--- config.mk ---
export PLATFORM = sky130hd
export DESIGN_NAME = id_stage_pipe
export DESIGN_NICKNAME = d
export VERILOG_FILES = /design/src/rtl/id_stage_pipe.sv
export SDC_FILE = /design/constraint.sdc
export NUM_CORES = 1
export LEC_CHECK = 0
export CORE_MARGIN = 2
export CORE_UTILIZATION = 45
export CTS_BUF_LIST = sky130_fd_sc_hd__clkbuf_16
export DETAILED_ROUTE_END_ITERATION = 7
export GPL_ROUTABILITY_DRIVEN = 0
export GPL_TIMING_DRIVEN = 1
export HOLD_SLACK_MARGIN = 0.05
export PLACE_DENSITY = 0.77
export SLEW_MARGIN = 20
export SYNTH_ARGS = -nofsm -noshare
export SYNTH_HDL_FRONTEND = slang
export SYNTH_SLANG_ARGS = --single-unit
--- constraint.sdc ---
create_clock -name clk -period 1.8 [get_ports clk]
set_input_delay 0.36 -clock clk [delete_from_list [all_inputs] [get_ports clk]]
set_output_delay 0.36 -clock clk [all_outputs]
set_load 0.05 [all_outputs]
--- src/rtl/id_stage_pipe.sv ---
// RV32I decode stage: registers decoded fields between IF and EX behind valid/ready
// handshakes, with flush, illegal-encoding detection and a local JAL redirect.
package id_stage_pipe_pkg;
    localparam logic [7:0] ID_NONE   = 8'd0;
    localparam logic [7:0] ID_LUI    = 8'd1;
    localparam logic [7:0] ID_AUIPC  = 8'd2;
    localparam logic [7:0] ID_JAL    = 8'd3;
    localparam logic [7:0] ID_JALR   = 8'd4;
    localparam logic [7:0] ID_BEQ    = 8'd5;
    localparam logic [7:0] ID_BNE    = 8'd6;
    localparam logic [7:0] ID_BLT    = 8'd7;
    localparam logic [7:0] ID_BGE    = 8'd8;
    localparam logic [7:0] ID_BLTU   = 8'd9;
    localparam logic [7:0] ID_BGEU   = 8'd10;
    localparam logic [7:0] ID_LB     = 8'd11;
    localparam logic [7:0] ID_LH     = 8'd12;
    localparam logic [7:0] ID_LW     = 8'd13;
    localparam logic [7:0] ID_LBU    = 8'd14;
    localparam logic [7:0] ID_LHU    = 8'd15;
    localparam logic [7:0] ID_SB     = 8'd16;
    localparam logic [7:0] ID_SH     = 8'd17;
    localparam logic [7:0] ID_SW     = 8'd18;
    localparam logic [7:0] ID_ADDI   = 8'd19;
    localparam logic [7:0] ID_SLTI   = 8'd20;
    localparam logic [7:0] ID_SLTIU  = 8'd21;
    localparam logic [7:0] ID_XORI   = 8'd22;
    localparam logic [7:0] ID_ORI    = 8'd23;
    localparam logic [7:0] ID_ANDI   = 8'd24;
    localparam logic [7:0] ID_SLLI   = 8'd25;
    localparam logic [7:0] ID_SRLI   = 8'd26;
    localparam logic [7:0] ID_SRAI   = 8'd27;
    localparam logic [7:0] ID_ADD    = 8'd28;
    localparam logic [7:0] ID_SUB    = 8'd29;
    localparam logic [7:0] ID_SLL    = 8'd30;
    localparam logic [7:0] ID_SLT    = 8'd31;
    localparam logic [7:0] ID_SLTU   = 8'd32;
    localparam logic [7:0] ID_XOR    = 8'd33;
    localparam logic [7:0] ID_SRL    = 8'd34;
    localparam logic [7:0] ID_SRA    = 8'd35;
    localparam logic [7:0] ID_OR     = 8'd36;
    localparam logic [7:0] ID_AND    = 8'd37;
    localparam logic [7:0] ID_FENCE  = 8'd38;
    localparam logic [7:0] ID_ECALL  = 8'd39;
    localparam logic [7:0] ID_EBREAK = 8'd40;
endpackage

module id_stage_pipe
    import id_stage_pipe_pkg::*;
#(
    parameter int INSTID_W  = 8,
    parameter int PC_W      = 32,
    parameter bit EN_SYSTEM = 1'b1
) (
    input  logic                clk,
    input  logic                rst_n,
    input  logic                if_valid,
    input  logic [31:0]         if_inst,
    input  logic [PC_W-1:0]     if_pc,
    output logic                id_ready,
    input  logic                flush,
    input  logic                ex_ready,
    output logic                id_valid,
    output logic [PC_W-1:0]     id_pc,
    output logic [4:0]          id_rs1,
    output logic [4:0]          id_rs2,
    output logic [4:0]          id_rd,
    output logic                id_rs1_en,
    output logic                id_rs2_en,
    output logic                id_rd_en,
    output logic [31:0]         id_imm,
    output logic [INSTID_W-1:0] id_instID,
    output logic                id_illegal,
    output logic                jmp_vld,
    output logic [PC_W-1:0]     jmp_addr
);
    localparam logic [6:0] OP_LUI    = 7'b0110111;
    localparam logic [6:0] OP_AUIPC  = 7'b0010111;
    localparam logic [6:0] OP_JAL    = 7'b1101111;
    localparam logic [6:0] OP_JALR   = 7'b1100111;
    localparam logic [6:0] OP_BRANCH = 7'b1100011;
    localparam logic [6:0] OP_LOAD   = 7'b0000011;
    localparam logic [6:0] OP_STORE  = 7'b0100011;
    localparam logic [6:0] OP_IMM    = 7'b0010011;
    localparam logic [6:0] OP_REG    = 7'b0110011;
    localparam logic [6:0] OP_FENCE  = 7'b0001111;
    localparam logic [6:0] OP_SYSTEM = 7'b1110011;
    localparam logic [6:0] F7_BASE   = 7'b0000000;
    localparam logic [6:0] F7_ALT    = 7'b0100000;

    logic [6:0]  opcode, funct7;
    logic [2:0]  funct3;
    logic [31:0] i_imm, s_imm, b_imm, u_imm, j_imm, sh_imm;
    logic [7:0]  d_code;
    logic [31:0] d_imm;
    logic        use_rs1, use_rs2, use_rd;
    logic        d_rs1_en, d_rs2_en, d_rd_en, d_illegal, d_jal;
    logic        accept;

    assign opcode = if_inst[6:0];
    assign funct3 = if_inst[14:12];
    assign funct7 = if_inst[31:25];
    assign i_imm  = {{20{if_inst[31]}}, if_inst[31:20]};
    assign s_imm  = {{20{if_inst[31]}}, if_inst[31:25], if_inst[11:7]};
    assign b_imm  = {{20{if_inst[31]}}, if_inst[7], if_inst[30:25], if_inst[11:8], 1'b0};
    assign u_imm  = {if_inst[31:12], 12'b0};
    assign j_imm  = {{12{if_inst[31]}}, if_inst[19:12], if_inst[20], if_inst[30:21], 1'b0};
    assign sh_imm = {27'b0, if_inst[24:20]};

    always_comb begin
        // NOTE: every output of this block gets a default first so no path infers a latch.
        d_code  = ID_NONE;
        d_imm   = '0;
        use_rs1 = 1'b0;
        use_rs2 = 1'b0;
        use_rd  = 1'b0;
        case (opcode)
            OP_LUI:   begin d_code = ID_LUI;   d_imm = u_imm; use_rd = 1'b1; end
            OP_AUIPC: begin d_code = ID_AUIPC; d_imm = u_imm; use_rd = 1'b1; end
            OP_JAL:   begin d_code = ID_JAL;   d_imm = j_imm; use_rd = 1'b1; end
            OP_JALR: begin
                if (funct3 == 3'b000) d_code = ID_JALR;
                d_imm = i_imm; use_rs1 = 1'b1; use_rd = 1'b1;
            end
            OP_BRANCH: begin
                case (funct3)
                    3'b000: d_code = ID_BEQ;
                    3'b001: d_code = ID_BNE;
                    3'b100: d_code = ID_BLT;
                    3'b101: d_code = ID_BGE;
                    3'b110: d_code = ID_BLTU;
                    3'b111: d_code = ID_BGEU;
                    default: d_code = ID_NONE;
                endcase
                d_imm = b_imm; use_rs1 = 1'b1; use_rs2 = 1'b1;
            end
            OP_LOAD: begin
                case (funct3)
                    3'b000: d_code = ID_LB;
                    3'b001: d_code = ID_LH;
                    3'b010: d_code = ID_LW;
                    3'b100: d_code = ID_LBU;
                    3'b101: d_code = ID_LHU;
                    default: d_code = ID_NONE;
                endcase
                d_imm = i_imm; use_rs1 = 1'b1; use_rd = 1'b1;
            end
            OP_STORE: begin
                case (funct3)
                    3'b000: d_code = ID_SB;
                    3'b001: d_code = ID_SH;
                    3'b010: d_code = ID_SW;
                    default: d_code = ID_NONE;
                endcase
                d_imm = s_imm; use_rs1 = 1'b1; use_rs2 = 1'b1;
            end
            OP_IMM: begin
                case (funct3)
                    3'b000: d_code = ID_ADDI;
                    3'b010: d_code = ID_SLTI;
                    3'b011: d_code = ID_SLTIU;
                    3'b100: d_code = ID_XORI;
                    3'b110: d_code = ID_ORI;
                    3'b111: d_code = ID_ANDI;
                    3'b001: if (funct7 == F7_BASE) d_code = ID_SLLI;
                    default: begin
                        if (funct7 == F7_BASE)     d_code = ID_SRLI;
                        else if (funct7 == F7_ALT) d_code = ID_SRAI;
                    end
                endcase
                // Shift-immediates carry only the shamt; funct7 is not part of the value.
                d_imm   = (funct3[1:0] == 2'b01) ? sh_imm : i_imm;
                use_rs1 = 1'b1; use_rd = 1'b1;
            end
            OP_REG: begin
                case ({funct7, funct3})
                    {F7_BASE, 3'b000}: d_code = ID_ADD;
                    {F7_ALT,  3'b000}: d_code = ID_SUB;
                    {F7_BASE, 3'b001}: d_code = ID_SLL;
                    {F7_BASE, 3'b010}: d_code = ID_SLT;
                    {F7_BASE, 3'b011}: d_code = ID_SLTU;
                    {F7_BASE, 3'b100}: d_code = ID_XOR;
                    {F7_BASE, 3'b101}: d_code = ID_SRL;
                    {F7_ALT,  3'b101}: d_code = ID_SRA;
                    {F7_BASE, 3'b110}: d_code = ID_OR;
                    {F7_BASE, 3'b111}: d_code = ID_AND;
                    default:           d_code = ID_NONE;
                endcase
                use_rs1 = 1'b1; use_rs2 = 1'b1; use_rd = 1'b1;
            end
            OP_FENCE: if (EN_SYSTEM && funct3 == 3'b000) d_code = ID_FENCE;
            OP_SYSTEM: begin
                if (EN_SYSTEM && funct3 == 3'b000 && if_inst[19:15] == 5'd0 && if_inst[11:7] == 5'd0) begin
                    if (if_inst[31:20] == 12'h000)      d_code = ID_ECALL;
                    else if (if_inst[31:20] == 12'h001) d_code = ID_EBREAK;
                end
            end
            default: d_code = ID_NONE;
        endcase
        // Illegal encodings expose no operands and no immediate.
        if (d_code == ID_NONE) begin
            d_imm   = '0;
            use_rs1 = 1'b0;
            use_rs2 = 1'b0;
            use_rd  = 1'b0;
        end
    end

    assign d_rs1_en  = use_rs1;
    assign d_rs2_en  = use_rs2;
    assign d_rd_en   = use_rd && (if_inst[11:7] != 5'd0);
    assign d_illegal = (d_code == ID_NONE);
    assign d_jal     = (opcode == OP_JAL);

    assign id_ready = !id_valid || ex_ready;
    assign accept   = if_valid && id_ready && !flush;

    always_ff @(posedge clk or negedge rst_n) begin
        // NOTE: state registers use non-blocking assignments so every flop samples pre-edge values.
        if (!rst_n) begin
            // NOTE: datapath registers are reset too, so outputs read as zero until the first accept.
            id_valid   <= 1'b0;
            jmp_vld    <= 1'b0;
            id_pc      <= '0;
            id_rs1     <= '0;
            id_rs2     <= '0;
            id_rd      <= '0;
            id_rs1_en  <= 1'b0;
            id_rs2_en  <= 1'b0;
            id_rd_en   <= 1'b0;
            id_imm     <= '0;
            id_instID  <= '0;
            id_illegal <= 1'b0;
            jmp_addr   <= '0;
        end else if (flush) begin
            id_valid <= 1'b0;
            jmp_vld  <= 1'b0;
        end else if (accept) begin
            id_valid   <= 1'b1;
            jmp_vld    <= d_jal;
            id_pc      <= if_pc;
            id_rs1     <= if_inst[19:15];
            id_rs2     <= if_inst[24:20];
            id_rd      <= if_inst[11:7];
            id_rs1_en  <= d_rs1_en;
            id_rs2_en  <= d_rs2_en;
            id_rd_en   <= d_rd_en;
            id_imm     <= d_imm;
            id_instID  <= INSTID_W'(d_code);
            id_illegal <= d_illegal;
            jmp_addr   <= if_pc + j_imm[PC_W-1:0];
        end else begin
            jmp_vld <= 1'b0;
            if (ex_ready) id_valid <= 1'b0;
        end
    end
endmodule

==> summary.txt <==
Finish
  – Fraction of layout cells with a size suffix above 1: 0.481
  – Fill cells: ~900
  – Final Net Count: 1,405
  – Final design utilization: 0.806
  – Layout area overhead: 76.1%

Timing
  – Slew headroom: 0.410
  – Slew @ Worst Pin: around 0.9 ns
  – Final setup violating endpoints: 62
  – Period utilization: 1.37
  – Hold Vio Cnt, Final: 0
  – Final min period: 2.47 ns
  – RSZ-0062 raised after global routing: yes
  – FMAX: approximately 400 MHz
  – Final Max Slew Viols: 0
  – Final hold slack: ~0.13 ns
  – Worst setup margin: -0.673 ns
  – Clock skew: between 0.006 and 0.007 ns

CTS
  – Worst-Skew Late Latency: 0.44 ns
  – CTS tree: yes
  – Clock Sink Count: approximately 120
  – Deepest level of the CTS H-tree: 4
  – CTS Buffer Depth: 2
  – Root buf cell: clkbuf_16
  – Clock-pin slew on the worst setup and hold paths: approximately 0.060 ns
  – Num CTS Buffers: 17

Worst setup path
  – Max FO, Critical Path: 7
  – CP Data Required Time: about 2.1 ns
  – Arrival time at the worst endpoint: between 2 and 3 ns
  – Worst Setup EP: id_imm[18]
  – Worst Setup End Kind: flop
  – Reg2reg start: id_valid
  – FF-to-FF setup slack: -0.12 ns
  – R2R Path End: id_imm[18]
  – Worst R2R Path Depth: 7
  – CP startpoint kind: input port
  – Crit. Startpoint: if_inst[28]
  – WS Path Type: in -> reg

Synth
  – Asr flop ratio synth: 1.00
  – EDFF count, synth: 0
  – Syn_area_per_cell: around 8.5 µm²
  – Area share of the largest cell type after synthesis: 0.404
  – Post-synth top cells: nand2_1, dfrtp_1, a21oi_1
  – Post-synth top area cell: dfrtp_1
  – Count leader, synth: nand2_1
  – Top post-synthesis cells by area: dfrtp_1, nand2_1, ha_1
  – Prevailing post-synth register cell: dfrtp_1
  – Syn Std Cell Area: between 7000 and 8000 µm²
  – Ys Warns: 0
  – Synth Register Bits: roughly 120
  – Post-synthesis cell count: approximately 890
  – Register area share after synthesis: 0.404
  – Synth cell types: 80

Global routing
  – Antenna violations before repair: 2
  – First-pass GRT wire length: between 40,000 and 50,000 µm
  – Largest net degree at the start of global routing: 76
  – Vias in the first global route: 9,043
  – GR Util All Layers: 0.352
  – Total grt overflow: 0

Detailed routing
  – Top sig layer: met4
  – Met3 WL: 3810 µm
  – DR vias/cell: roughly 6.3
  – Initial DRT Pass Iterations: 7
  – Residual DRC count: 0
  – Routed len/inst: between 20 and 25 µm
  – Vias: a little under 10,000
  – Met2 routed WL: between 15,000 and 20,000 µm
  – Metal1 wirelength: roughly 13,000 µm
  – Initial DRC count: between 1,000 and 1,500
  – DRT Wirelength: roughly 36,000 µm
  – Post-DRT Antenna Nets: 0

Min path
  – Min-Delay Path Class: in -> reg

Job
  – Max-Cap Viols: 0

Pwr
  – Peak supply drop: between 0.7 and 0.8 mV
  – Leakage: roughly 6.2 nW
  – PwrDens: between 800 and 900 nW/µm²

Status
  – Status: complete, but fails checks
  – Failing checks: setup timing

Die
  – Die height: around 130 µm
  – Initial Util: 0.458
  – Die area: roughly 18,000 µm²
  – Core ar.: 16,500 µm²
  – Num rows: 47
  – Die width: 134 µm
  – I/O pins: between 150 and 200

Placed design
  – Port buffer count: ~190
  – DP Wirelength: roughly 20,000 µm
  – Place WS: -1.40 ns
## how the worst min path moves through the flow
stage | from | cells past startpoint | end | slack [ns]
2_1_floorplan | rst_n | 0 | id_illegal | 0.06
6_report | if_pc[1] | 3 | id_pc[1] | 0.13
3_3_place_gp | rst_n | 1 | id_pc[0] | 0.30
5_1_grt | if_pc[1] | 3 | id_pc[1] | 0.15
4_1_cts | if_pc[1] | 3 | id_pc[1] | 0.14
3_5_place_dp | rst_n | 1 | id_pc[0] | 0.30
## worst max-delay path, stage by stage
cell     delay (ns)
buf_8          0.10
or4_4          0.57
buf_6          0.16
o41ai_2        0.20
a21oi_1        0.11
o32a_1         0.35
o21ai_2        0.11
nor4_4         0.08
buf_4          0.15
buf_6          0.13
buf_12         0.15
o31ai_4        0.29
## cells in the final DEF, fill, tap and decap left out, types with 18 or more instances in the layout
cell type,n
ha_4,25
buf_4,331
o21ai_0,26
dfrtp_1,121
o31ai_4,27
a21oi_1,33
nor2_1,37
o21ai_2,18
buf_6,51
dlygate4sd2_1,19
nand2_1,234
## area by class of cell
| class | instances | area (µm²) | share of cell area |
|---|---|---|---|
| Multi-Input combinational cell | 686 | 5380 | 0.404 |
| Timing Repair Buffer | 459 | 3970 | 0.298 |
| Sequential cell | 122 | 3050 | 0.229 |
| Clock buffer | 17 | 425 | 0.0319 |
| Tap cell | 220 | 275 | 0.0207 |
| Clock inverter | 14 | 140 | 0.0105 |
| Inverter | 19 | 73.8 | 0.00554 |
| Antenna cell | 2 | 5.00 | 0.000376 |
## flip-flops by register name, indices dropped and copies added, names as in the netlist
register,cells
id_imm,32
id_pc,32
jmp_addr,31
id_instID,6
id_rd,5
id_rs1,5
id_rs2,5
id_illegal,1
id_rd_en,1
id_rs1_en,1
id_rs2_en,1
id_valid,1
jmp_vld,1
## through the flow
stage	TNS (ns)	std cells	total power, mW	instance area [µm²]
after floorplan	-27.75	887	5.52	7850
after global placement	-78.67	1445	7.00	11100
after detailed placement	-83.36	1445	7.07	11100
after CTS	-21.01	1523	10.8	12900
after global routing	-29.43	1538	11.5	13300
final	-26.43	1539	11.2	13300
## timing repair
item,4_1_cts,5_1_grt
hold buffers,1,0
endpoints found under the hold margin,23,0
cloned,6,0
endpoints found under the setup margin,68,63
buffers inserted,43,21
gates resized for setup,301,100
pin swaps,78,65
## kinds of logic after synthesis
group / after synthesis / synth area share
other: 1 / 0.000496
xor gates and xnor gates: 16 / 0.0185
and+or+nand+nor: 385 / 0.232
buffers and inverters: 79 / 0.0478
AOI/OAI and AO/OA: 248 / 0.240
adders and majority gates: 31 / 0.0523
DFF: 122 / 0.404
muxes: 4 / 0.00546
## power breakdown
part / switching [mW] / internal [mW] / leakage (nW)
Clock: 1.31 / 2.12 / 0.288
Combinational: 2.81 / 1.68 / 4.37
Sequential: 0.229 / 3.07 / 1.57
## layer usage
layer	up-vias	GRT usage
li1	3998	-
met5	-	0
met3	262	0.0761
met4	0	0.203
met2	793	0.571
met1	4568	0.435
No activity file was read; power rests on OpenSTA's default activity.
